==> src/rtl/ahb_pkg.sv <==
// Shared AHB encodings and the master-port state type.
package ahb_pkg;

  localparam logic [1:0] HTRANS_IDLE   = 2'b00;
  localparam logic [1:0] HTRANS_NONSEQ = 2'b10;
  localparam logic [2:0] HSIZE_WORD    = 3'b010;
  localparam logic       HRESP_OKAY    = 1'b0;
  localparam logic       HRESP_ERROR   = 1'b1;

  typedef enum logic [1:0] {
    ST_IDLE,
    ST_REQ,
    ST_ADDR,
    ST_DATA
  } state_e;

endpackage

==> src/rtl/ahb_master_if_if.sv <==
// Bus-side signal bundle between a master port and the arbiter/slave fabric.
interface ahb_master_if_if #(
  parameter int unsigned ADDR_W = 32,
  parameter int unsigned DATA_W = 32
);
  logic              hreq;
  logic [1:0]        sel;
  logic              hgrant;
  logic [ADDR_W-1:0] haddr;
  logic [1:0]        htrans;
  logic              hwrite;
  logic [2:0]        hsize;
  logic [DATA_W-1:0] hwdata;
  logic [DATA_W-1:0] hrdata;
  logic              hready;
  logic              hresp;

  modport master (
    output hreq, sel, haddr, htrans, hwrite, hsize, hwdata,
    input  hgrant, hrdata, hready, hresp
  );

  modport slave (
    input  hreq, sel, haddr, htrans, hwrite, hsize, hwdata,
    output hgrant, hrdata, hready, hresp
  );
endinterface

==> src/rtl/ahb_wait_timer.sv <==
// Clearable per-state wait counter; flags the WAIT_MAX-th cycle spent in a state.
module ahb_wait_timer #(
  parameter int unsigned WAIT_MAX = 255
) (
  input  logic hclk,
  input  logic hresetn,
  input  logic clr,
  input  logic en,
  output logic expired
);

  localparam int unsigned   CW      = (WAIT_MAX > 1) ? $clog2(WAIT_MAX) : 1;
  localparam bit            ENABLED = (WAIT_MAX != 0);
  localparam logic [CW-1:0] LAST    = CW'((WAIT_MAX == 0) ? 0 : WAIT_MAX - 1);

  logic [CW-1:0] cnt_q, cnt_d;

  // cnt_q counts completed cycles, so the cycle seen with cnt_q==LAST is the WAIT_MAX-th one.
  assign expired = ENABLED && en && (cnt_q == LAST);

  always_comb begin
    cnt_d = cnt_q;
    if (clr) begin
      cnt_d = '0;
    end else if (ENABLED && en && !expired) begin
      cnt_d = cnt_q + CW'(1);
    end
  end

  always_ff @(posedge hclk or negedge hresetn) begin
    if (!hresetn) cnt_q <= '0;
    else          cnt_q <= cnt_d;
  end

endmodule

==> src/rtl/ahb_master_if.sv <==
// Single-transfer AHB master port: request, one NONSEQ word transfer, response with timeout.
module ahb_master_if
  import ahb_pkg::*;
#(
  parameter int unsigned ADDR_W   = 32,
  parameter int unsigned DATA_W   = 32,
  parameter int unsigned WAIT_MAX = 255
) (
  input  logic              hclk,
  input  logic              hresetn,
  input  logic              cmd_valid,
  output logic              cmd_ready,
  input  logic              cmd_write,
  input  logic [ADDR_W-1:0] cmd_addr,
  input  logic [DATA_W-1:0] cmd_wdata,
  input  logic [1:0]        cmd_sel,
  output logic              rsp_valid,
  output logic [DATA_W-1:0] rsp_rdata,
  output logic              rsp_err,
  output logic              rsp_timeout,
  ahb_master_if_if.master   bus
);

  state_e            state_q, state_d;
  logic              write_q, write_d;
  logic [ADDR_W-1:0] addr_q, addr_d;
  logic [DATA_W-1:0] wdata_q, wdata_d;
  logic              hreq_q, hreq_d;
  logic [1:0]        sel_q, sel_d;
  logic [ADDR_W-1:0] haddr_q, haddr_d;
  logic [1:0]        htrans_q, htrans_d;
  logic              hwrite_q, hwrite_d;
  logic [DATA_W-1:0] hwdata_q, hwdata_d;
  logic              rsp_valid_q, rsp_valid_d;
  logic [DATA_W-1:0] rsp_rdata_q, rsp_rdata_d;
  logic              rsp_err_q, rsp_err_d;
  logic              rsp_timeout_q, rsp_timeout_d;

  logic tmr_clr, tmr_expired, completing;

  ahb_wait_timer #(.WAIT_MAX(WAIT_MAX)) u_timer (
    .hclk    (hclk),
    .hresetn (hresetn),
    .clr     (tmr_clr),
    .en      (state_q != ST_IDLE),
    .expired (tmr_expired)
  );

  assign tmr_clr    = (state_d != state_q) || (state_q == ST_IDLE);
  assign completing = (state_q == ST_DATA) && bus.hready;

  always_comb begin
    state_d       = state_q;
    write_d       = write_q;
    addr_d        = addr_q;
    wdata_d       = wdata_q;
    hreq_d        = hreq_q;
    sel_d         = sel_q;
    haddr_d       = haddr_q;
    htrans_d      = htrans_q;
    hwrite_d      = hwrite_q;
    hwdata_d      = hwdata_q;
    rsp_valid_d   = 1'b0;
    rsp_rdata_d   = rsp_rdata_q;
    rsp_err_d     = rsp_err_q;
    rsp_timeout_d = rsp_timeout_q;

    unique case (state_q)
      ST_IDLE: begin
        if (cmd_valid) begin
          write_d = cmd_write;
          addr_d  = cmd_addr;
          wdata_d = cmd_wdata;
          hreq_d  = 1'b1;
          sel_d   = cmd_sel;
          state_d = ST_REQ;
        end
      end
      ST_REQ: begin
        if (bus.hgrant) begin
          haddr_d  = addr_q;
          hwrite_d = write_q;
          htrans_d = HTRANS_NONSEQ;
          state_d  = ST_ADDR;
        end
      end
      ST_ADDR: begin
        if (!bus.hgrant) begin
          htrans_d = HTRANS_IDLE;
          state_d  = ST_REQ;
        end else if (bus.hready) begin
          htrans_d = HTRANS_IDLE;
          hwdata_d = write_q ? wdata_q : '0;
          state_d  = ST_DATA;
        end
      end
      ST_DATA: begin
        if (bus.hready) begin
          hreq_d        = 1'b0;
          sel_d         = '0;
          rsp_valid_d   = 1'b1;
          rsp_err_d     = bus.hresp;
          rsp_timeout_d = 1'b0;
          if (!write_q) rsp_rdata_d = bus.hrdata;
          state_d       = ST_IDLE;
        end
      end
      default: state_d = ST_IDLE;
    endcase

    // Timeout overrides any other move except a completing data phase.
    if (tmr_expired && !completing) begin
      hreq_d        = 1'b0;
      sel_d         = '0;
      htrans_d      = HTRANS_IDLE;
      rsp_valid_d   = 1'b1;
      rsp_timeout_d = 1'b1;
      rsp_err_d     = 1'b0;
      state_d       = ST_IDLE;
    end
  end

  always_ff @(posedge hclk or negedge hresetn) begin
    if (!hresetn) begin
      state_q       <= ST_IDLE;
      write_q       <= 1'b0;
      addr_q        <= '0;
      wdata_q       <= '0;
      hreq_q        <= 1'b0;
      sel_q         <= '0;
      haddr_q       <= '0;
      htrans_q      <= HTRANS_IDLE;
      hwrite_q      <= 1'b0;
      hwdata_q      <= '0;
      rsp_valid_q   <= 1'b0;
      rsp_rdata_q   <= '0;
      rsp_err_q     <= 1'b0;
      rsp_timeout_q <= 1'b0;
    end else begin
      state_q       <= state_d;
      write_q       <= write_d;
      addr_q        <= addr_d;
      wdata_q       <= wdata_d;
      hreq_q        <= hreq_d;
      sel_q         <= sel_d;
      haddr_q       <= haddr_d;
      htrans_q      <= htrans_d;
      hwrite_q      <= hwrite_d;
      hwdata_q      <= hwdata_d;
      rsp_valid_q   <= rsp_valid_d;
      rsp_rdata_q   <= rsp_rdata_d;
      rsp_err_q     <= rsp_err_d;
      rsp_timeout_q <= rsp_timeout_d;
    end
  end

  assign cmd_ready   = (state_q == ST_IDLE);
  assign rsp_valid   = rsp_valid_q;
  assign rsp_rdata   = rsp_rdata_q;
  assign rsp_err     = rsp_err_q;
  assign rsp_timeout = rsp_timeout_q;

  assign bus.hreq   = hreq_q;
  assign bus.sel    = sel_q;
  assign bus.haddr  = haddr_q;
  assign bus.htrans = htrans_q;
  assign bus.hwrite = hwrite_q;
  assign bus.hsize  = HSIZE_WORD;
  assign bus.hwdata = hwdata_q;

endmodule
==> src/flat_wrapper.sv <==
// flat-port wrapper written by rule: the top's interface ports become plain ports
module ahb_master_if_flat import ahb_pkg::*;
#(
  parameter int unsigned ADDR_W   = 32,
  parameter int unsigned DATA_W   = 32,
  parameter int unsigned WAIT_MAX = 255
)
  (hclk, hresetn, cmd_valid, cmd_ready, cmd_write, cmd_addr, cmd_wdata, cmd_sel, rsp_valid, rsp_rdata, rsp_err, rsp_timeout, bus_hreq, bus_sel, bus_haddr, bus_htrans, bus_hwrite, bus_hsize, bus_hwdata, bus_hgrant, bus_hrdata, bus_hready, bus_hresp);
  ahb_master_if_if #(.ADDR_W(ADDR_W), .DATA_W(DATA_W)) bus_i ();
  input  logic hclk;
  input  logic hresetn;
  input  logic cmd_valid;
  output logic cmd_ready;
  input  logic cmd_write;
  input  logic [ADDR_W-1:0] cmd_addr;
  input  logic [DATA_W-1:0] cmd_wdata;
  input  logic [1:0] cmd_sel;
  output logic rsp_valid;
  output logic [DATA_W-1:0] rsp_rdata;
  output logic rsp_err;
  output logic rsp_timeout;
  output wire logic [$bits(bus_i.hreq)-1:0] bus_hreq;
  output wire logic [$bits(bus_i.sel)-1:0] bus_sel;
  output wire logic [$bits(bus_i.haddr)-1:0] bus_haddr;
  output wire logic [$bits(bus_i.htrans)-1:0] bus_htrans;
  output wire logic [$bits(bus_i.hwrite)-1:0] bus_hwrite;
  output wire logic [$bits(bus_i.hsize)-1:0] bus_hsize;
  output wire logic [$bits(bus_i.hwdata)-1:0] bus_hwdata;
  input wire logic [$bits(bus_i.hgrant)-1:0] bus_hgrant;
  input wire logic [$bits(bus_i.hrdata)-1:0] bus_hrdata;
  input wire logic [$bits(bus_i.hready)-1:0] bus_hready;
  input wire logic [$bits(bus_i.hresp)-1:0] bus_hresp;
  assign bus_hreq = bus_i.hreq;
  assign bus_sel = bus_i.sel;
  assign bus_haddr = bus_i.haddr;
  assign bus_htrans = bus_i.htrans;
  assign bus_hwrite = bus_i.hwrite;
  assign bus_hsize = bus_i.hsize;
  assign bus_hwdata = bus_i.hwdata;
  assign bus_i.hgrant = bus_hgrant;
  assign bus_i.hrdata = bus_hrdata;
  assign bus_i.hready = bus_hready;
  assign bus_i.hresp = bus_hresp;
  ahb_master_if #(.ADDR_W(ADDR_W), .DATA_W(DATA_W), .WAIT_MAX(WAIT_MAX)) u_core (.hclk(hclk), .hresetn(hresetn), .cmd_valid(cmd_valid), .cmd_ready(cmd_ready), .cmd_write(cmd_write), .cmd_addr(cmd_addr), .cmd_wdata(cmd_wdata), .cmd_sel(cmd_sel), .rsp_valid(rsp_valid), .rsp_rdata(rsp_rdata), .rsp_err(rsp_err), .rsp_timeout(rsp_timeout), .bus(bus_i));
endmodule
==> config.mk <==
export PLATFORM = sky130hd
export DESIGN_NAME = ahb_master_if_flat
export DESIGN_NICKNAME = d
export VERILOG_FILES = /design/src/rtl/ahb_pkg.sv /design/src/rtl/ahb_master_if_if.sv /design/src/rtl/ahb_wait_timer.sv /design/src/rtl/ahb_master_if.sv /design/src/flat_wrapper.sv
export SDC_FILE = /design/constraint.sdc
export NUM_CORES = 1
export LEC_CHECK = 0
export CAP_MARGIN = 20
export CORE_MARGIN = 4
export CORE_UTILIZATION = 42
export CTS_CLUSTER_SIZE = 10
export DETAILED_ROUTE_END_ITERATION = 16
export GPL_ROUTABILITY_DRIVEN = 0
export PLACE_DENSITY = 0.76
export SETUP_SLACK_MARGIN = 0.3
export SYNTH_ARGS = -nofsm -noshare
export SYNTH_HDL_FRONTEND = slang
export SYNTH_SLANG_ARGS = --single-unit
==> constraint.sdc <==
create_clock -name hclk -period 1.8 [get_ports hclk]
set_clock_uncertainty 0.15 [all_clocks]
set_input_delay 0.36 -clock hclk [delete_from_list [all_inputs] [get_ports hclk]]
set_output_delay 0.36 -clock hclk [all_outputs]
set_load 0.05 [all_outputs]
==> metrics, run 1 <==
setup ws final 0.0155 ns; Mapped Area 0.00707 sq mm; Starting DRT DRC Count 217; run status finished, final reports clean; Leak Pwr 5.50 nW; antenna violations before repair 1; RSZ-0062 raised after global routing yes; CORE AREA 0.0165 sq mm; n_diodes 0; Hold Path Class in -> async; post-synthesis area per instance 13.8 sq um; first-pass GRT wire length 29.5 mm; Startpoint Class flop; clock share of power 14.5%; Reg-to-Reg Start u_core.state_q[0]; # IOs 214; total gr overflow 0; DIE AREA 0.0190 sq mm; Max Cap Viol 0; Switching Fraction 41.5%; Adder-Cell Fraction of Synth Area 0.354%; Seq pwr share 30.4%; DPL Wire Length 12.7 mm; row count 47; Total GRT Usage 20.4%; mux contribution to synthesized area 21.7%; CTS root buf clkbuf_16; I/O Buffers 209; CTS tree yes; number of global-route vias before repair 5564; reg2reg end u_core.bus.sel[0]; CTS buffer count 17; nets 929; Clk Latency, worst-skew pair 0.41 ns; Synth Register Bits 179; Vias/cell 5.06; total power per unit cell area 2060 mW/mm^2; Synth Area in Simple Gates 6.58%; Synth Instances 514; R2R cell count 6; pre-CTS setup slack -0.231 ns; clock period minus worst slack 1.78 ns; Int Power 14.3 mW; remaining antenna violation count 0; Synth Area in XOR/XNOR 0.619%; # clock sinks 179; Psw 10.2 mW; Clock Pin Slew Worst Setup and Hold Paths 0.07 ns; Layout area overhead 67.9%; largest family of logic cells by synthesized area multiplexers; initial core utilization 42.8%; Critical Path Fanout Max 9; upper clock frequency limit 560 MHz; Die Y 138 um; drt wl/cell 20.7 um; Final period util 99.1%; placed cell area 0.00948 sq mm; WS Path Type reg -> reg; drt total wl 21.8 mm; CTS H-tree depth 4; final hold violation count 0; WP data arrival 1.93 ns; DRT Pass-1 Iters 4; commonest non-fill, non-tap cell in the layout dfrtp_1; final instance area 0.0119 sq mm; via count 5338; Seq/Total Area, Yosys 63.3%; Clock Path Buffers 2; largest net degree at the start of global routing 43; critical path startpoint u_core.state_q[0]; DRC Markers 0; crit path capture type flop; R2R setup slack 0.02 ns; Max IR drop VDD 1260 uV; Final setup viols 0; Netlist cell types 39; post-synthesis compound-gate area fraction 4.33%; Pins Over Slew Limit 0; die width 138 um; combinational group share of total power 55.1%; CP required 1.94 ns; Yosys warnings 0; fraction of layout instances using a drive strength above 1 49.8%; commonest non-fill, non-tap cells in the layout dfrtp_1, buf_6, clkdlybuf4s50_1
-- per-stage QoR --
step / hold slack (ns) / power [mW] / setup TNS, ns / std cells / util (%)
final: 0.315 / 24.5 / 0 / 1054 / 71.9
after global routing: 0.335 / 25.6 / -0.0133 / 1054 / 71.9
after CTS: 0.303 / 22.7 / 0 / 1017 / 66.4
after detailed placement: 0.183 / 17.7 / -23.45 / 940 / 57.4
after global placement: 0.173 / 17.3 / -20.17 / 940 / 57.4
after floorplan: -0.0856 / 14.0 / -2.05 / 516 / -
-- cell usage after synthesis (all sizes together) --
cell	n	area (sq um)
a211oi	2	15.0
a21o	2	15.0
a21oi	4	20.0
a22o	2	17.5
a2bb2oi	1	8.76
a311oi	1	8.76
a31oi	1	6.26
a32o	1	10.0
and2	3	18.8
and3	2	12.5
and4	1	8.76
buf	22	159
clkbuf	11	41.3
conb	2	7.51
dfrtp	179	4480
ha	2	25.0
inv	2	7.51
mux2	130	1530
mux2i	1	10.0
nand2	71	267
nand2b	1	6.26
nand3	4	20.0
nand3b	1	20.0
nand4	1	6.26
nor2	12	47.6
nor2b	4	25.0
nor3	3	15.0
o211ai	2	15.0
o21ai	38	190
or2	1	6.26
or3	2	12.5
xnor2	5	43.8
-- sequential cells by signal (all words and copies together), names as in the netlist, 2 cells and up --
name                  cells
u_core.u_timer.cnt_q      8
u_core.bus.hwdata        32
u_core.state_q            2
u_core.rsp_rdata         32
u_core.addr_q            32
u_core.wdata_q           32
u_core.bus.haddr         32
u_core.bus.sel            2
-- kinds of logic (layout without fill, tap and decap cells) --
| logic type | count (synthesis) | in the layout |
|---|---|---|
| adder cells (fa/ha/maj) | 2 | 2 |
| multiplexers | 131 | 131 |
| other | 2 | 4 |
| AND/OR/NAND/NOR | 106 | 106 |
| buffers and inverters | 35 | 353 |
| XOR/XNOR | 5 | 5 |
| flip-flops | 179 | 179 |
| AO/OA/AOI/OAI | 54 | 54 |
-- worst max path at each step --
stage	to	slack, ns	cells past startpoint
after global routing	u_core.bus.sel[0]	-0.01	6
after CTS	cmd_ready	0.06	3
after detailed placement	u_core.rsp_rdata[0]	-0.23	5
after floorplan	u_core.wdata_q[14]	-0.1	6
final	u_core.bus.sel[0]	0.02	6
after global placement	u_core.rsp_rdata[10]	-0.21	5
-- power by group through the flow --
stage	clock network [mW]	logic [mW]	registers (mW)
floorplan	0	3.09	11.0
global placement	0	10.2	7.08
detailed placement	0	10.5	7.22
CTS	3.61	11.9	7.23
global route	3.81	14.1	7.64
finish	3.56	13.5	7.45
-- critical path, cell delays in order, from the launching register on --
cell,delay (ns)
dfrtp_2,0.43
buf_4,0.15
buf_8,0.14
nor2b_1,0.19
a311oi_1,0.08
a21o_1,0.25
a22o_1,0.28
-- routing by layer --
metal	track usage (%)	share of wire, %	up-vias
met5	0	0.055	-
li1	-	-	2392
met3	8.04	9.3	30
met2	34.1	51	230
met1	24.2	38	2684
met4	6.42	1.8	2
-- timing repair --
action | 4_1_cts | 5_1_grt
cloned | 10 | 7
hold buffers | 1 | 0
pin swaps | 19 | 13
setup buffers | 35 | 30
resized for setup | 115 | 138
endpoints found under the setup margin | 279 | 283
hold endpoints to repair | 34 | 0
-- layout make-up --
cell class              instances  area (sq um)
multi-input cells             302          2800
inverters                       2          7.51
clock buffers                  21           460
well taps                     220           275
clock inverters                10           100
repair buffers                320          3750
flip-flops and latches        179          4480
fillers                      1012          4650
(Power assumes the default switching activity.)
==> run 2, diff against run 1 <==
- ABC_CLOCK_PERIOD_IN_PS: unset -> 1800
- CORE_UTILIZATION: 42 -> 43
- SYNTH_HIERARCHICAL: unset -> 1
==> run 2 against run 1 <==
The flow now finishes with violations (setup timing). Register-to-register slack got worse by 0.66 ns. Setup slack got worse by 0.66 ns. Wire length rose by 1.2%. Sequential cell count is the same. Area after synthesis rose by 3.9%. Via count up 4.9%. Cell count increased by 4.3%. Synthesized cell count is 5.6% higher. Sequential power shrank 5.2%. First-iteration DRC count up 4.1%. Critical path type unchanged. Largest power group unchanged.
==> metrics, run 2 <==
run status finished, violations left (was finished, final reports clean); failing checks setup timing; Final setup viols 76 (was 0); row count 47 (unchanged); CTS root buf clkbuf_16 (unchanged); total gr overflow 0 (unchanged); Hold Path Class in -> async (unchanged); Starting DRT DRC Count 226 (was 217); Leak Pwr 5.73 nW (was 5.50 nW); # IOs 214 (unchanged); drt total wl 22.1 mm (was 21.8 mm); Clock Path Buffers 2 (unchanged); final hold violation count 0 (unchanged); post-synthesis area per instance 13.5 sq um (was 13.8 sq um); Max Cap Viol 0 (unchanged); DIE AREA 0.0192 sq mm (was 0.0190 sq mm); placed cell area 0.00983 sq mm (was 0.00948 sq mm); layer with the highest usage met2 (unchanged); most instantiated library cell after synthesis dfrtp_1 (unchanged); R2R cell count 11 (was 6); WP data arrival 2.61 ns (was 1.93 ns); Clk Latency, worst-skew pair 0.43 ns (was 0.41 ns); DRC Markers 0 (unchanged); reg2reg end u_core/u_timer/cnt_q[1] (was u_core.bus.sel[0]); via count 5597 (was 5338); CP required 1.97 ns (was 1.94 ns); Fillers 1022 (was 1012); largest net degree at the start of global routing 83 (was 43); Primary FF master, synth dfrtp_1 (unchanged); upper clock frequency limit 409 MHz (was 560 MHz); Final period util 136% (was 99.1%); initial core utilization 44.2% (was 42.8%); met3 GRT Util 5.07% (was 8.04%); Synth Instances 543 (was 514); top post-synthesis cells by area dfrtp_1, mux2_2, mux2_4 (was dfrtp_1, mux2_2, nand2_1); CORE AREA 0.0166 sq mm (was 0.0165 sq mm); WS Path Type reg -> reg (unchanged); Startpoint Class flop (unchanged); Synth async-reset ratio 100% (unchanged); Synth Register Bits 179 (unchanged); R2R setup slack -0.64 ns (was 0.02 ns); DRT Pass-1 Iters 7 (was 4); Vias/cell 5.09 (was 5.06); commonest non-fill, non-tap cells in the layout dfrtp_1, buf_4, clkdlybuf4s50_1 (was dfrtp_1, buf_6, clkdlybuf4s50_1); drt wl/cell 20.1 um (was 20.7 um); area occupied by multi-input gates 0.00316 sq mm (was 0.00280 sq mm); critical path startpoint u_core/state_q[0] (was u_core.state_q[0]); first-pass GRT wire length 33.9 mm (was 29.5 mm); Seq pwr share 30.7% (was 30.4%); Critical Path Fanout Max 5 (was 9); setup ws final -0.643 ns (was 0.0155 ns); CTS tree yes (unchanged); GRT met1 Usage 26.4% (was 24.2%); n_diodes 0 (unchanged); Layout area overhead 65.4% (was 67.9%); Int Power 13.4 mW (was 14.3 mW); Switching Fraction 41.7% (was 41.5%); Netlist cell types 48 (was 39); Post-synth top cells dfrtp_1, mux2_2, nand2_1 (unchanged); clock share of power 16.0% (was 14.5%); Clock Pin Slew Worst Setup and Hold Paths 0.07 ns (about the same); met2 Track Usage GR 39.5% (was 34.1%); final instance area 0.0122 sq mm (was 0.0119 sq mm); total power per unit cell area 1890 mW/mm^2 (was 2060 mW/mm^2); commonest non-fill, non-tap cell in the layout dfrtp_1 (unchanged); Total GRT Usage 22.2% (was 20.4%); final core utilization 73.0% (was 71.9%); fraction of layout instances using a drive strength above 1 53.8% (was 49.8%); antenna violations before repair 0 (was 1); RSZ-0062 raised after global routing yes (unchanged); nets 977 (was 929); Max IR drop VDD 1110 uV (was 1260 uV); # clock sinks 179 (unchanged); area share of the largest cell type after synthesis 61.0% (was 63.3%); CTS buffer count 17 (unchanged); clock period minus worst slack 2.44 ns (was 1.78 ns); Mapped Area 0.00735 sq mm (was 0.00707 sq mm); Storage cell area 0.00448 sq mm (about the same); overall power 23.0 mW (was 24.5 mW); Pins Over Slew Limit 0 (unchanged); Psw 9.60 mW (was 10.2 mW); CTS H-tree depth 4 (unchanged); cell accounting for the most synthesized area dfrtp_1 (unchanged); die width 139 um (was 138 um); I/O Buffers 209 (unchanged); Die Y 139 um (was 138 um); Reg-to-Reg Start u_core/state_q[0] (was u_core.state_q[0]); number of global-route vias before repair 6207 (was 5564); crit path capture type flop (unchanged); Yosys warnings 6 (was 0); remaining antenna violation count 0 (unchanged); Post-synth EDFFs 0 (unchanged); combinational group share of total power 53.3% (was 55.1%); DPL Wire Length 12.7 mm (about the same); Seq/Total Area, Yosys 61.0% (was 63.3%); worst setup path endpoint u_core/u_timer/cnt_q[1] (was u_core.bus.sel[0])
## run 2: power by group through the flow
| stage | clock network (mW) | registers [mW] | logic (mW) |
|---|---|---|---|
| after floorplan | 0 | 10.4 | 3.11 |
| after global placement | 0 | 6.78 | 9.67 |
| after detailed placement | 0 | 6.93 | 9.87 |
| after CTS | 3.75 | 6.97 | 11.6 |
| after global routing | 3.94 | 7.26 | 12.8 |
| final | 3.69 | 7.06 | 12.3 |
## run 2: how the worst min path moves through the flow
stage / from / to / slack [ns] / cells past startpoint
6_report: hresetn / u_core/rsp_rdata[29] / 0.16 / 2
5_1_grt: hresetn / u_core/rsp_rdata[29] / 0.17 / 2
4_1_cts: hresetn / u_core/rsp_rdata[5] / 0.15 / 2
3_5_place_dp: hresetn / u_core/rsp_rdata[4] / 0.03 / 1
3_3_place_gp: hresetn / u_core/rsp_rdata[29] / 0.03 / 1
2_1_floorplan: hresetn / u_core/addr_q[0] / -0.09 / 0
## run 2: per-stage QoR
stage	setup WS, ns	setup TNS (ns)	cells	hold slack (ns)
floorplan	-0.712	-4.72	545	-0.0856
global placement	-0.585	-23.63	986	0.0326
detailed placement	-0.668	-28.73	986	0.0345
CTS	-0.442	-15.02	1092	0.149
global route	-0.721	-25.67	1099	0.168
finish	-0.643	-18.59	1099	0.161
## run 2: kinds of logic (layout without fill, tap and decap cells)
| family | after synthesis | in the layout | synth area share [%] |
|---|---|---|---|
| and+or+nand+nor | 104 | 109 | 6.39 |
| AOI/OAI and AO/OA | 72 | 72 | 5.99 |
| muxes | 134 | 134 | 22.1 |
| buffers and inverters | 46 | 375 | 3.41 |
| adders and majority gates | 6 | 6 | 1.02 |
| DFF | 179 | 179 | 61.0 |
| other | 2 | 4 | 0.102 |
## run 2: area by class of cell
class                      instances  share of cell area [%]
tap                              220                    2.26
timing repair buffer             334                    29.7
inverter                           9                   0.319
multi-input combinational        325                    26.0
clock inverter                    13                    1.24
sequential                       179                    36.9
clock buffer                      19                    3.56
## run 2: worst max-delay path, cell delays in order (launching register included)
cell and delay [ns]:
dfrtp_1 0.41, buf_4 0.15, buf_6 0.13, ha_4 0.19
nor3_2 0.32, a2bb2oi_2 0.14, o21ai_2 0.11, a21oi_1 0.10
o211ai_1 0.14, buf_4 0.20, nor2_1 0.05, mux2_4 0.24
## run 2: metal layers
metal  vias up  routed length [um]
li1       2549                   -
met1      2845                8740
met2       174               11800
met3        29                1030
met4         0                 447
met5         -                   0
## run 2: repair_timing
| item | in CTS | in global routing |
|---|---|---|
| endpoints found under the hold margin | 179 | 0 |
| gates cloned | 19 | 1 |
| pin swaps | 24 | 8 |
| setup buffers | 54 | 6 |
| endpoints found under the setup margin | 284 | 284 |
| hold buffers | 1 | 0 |
| gates resized for setup | 165 | 72 |
==> run 3, diff against run 2 <==
- CAP_MARGIN: 20 -> unset
==> results of run 3 <==
The final DEF is identical to that of run 2; final timing and power are the same.
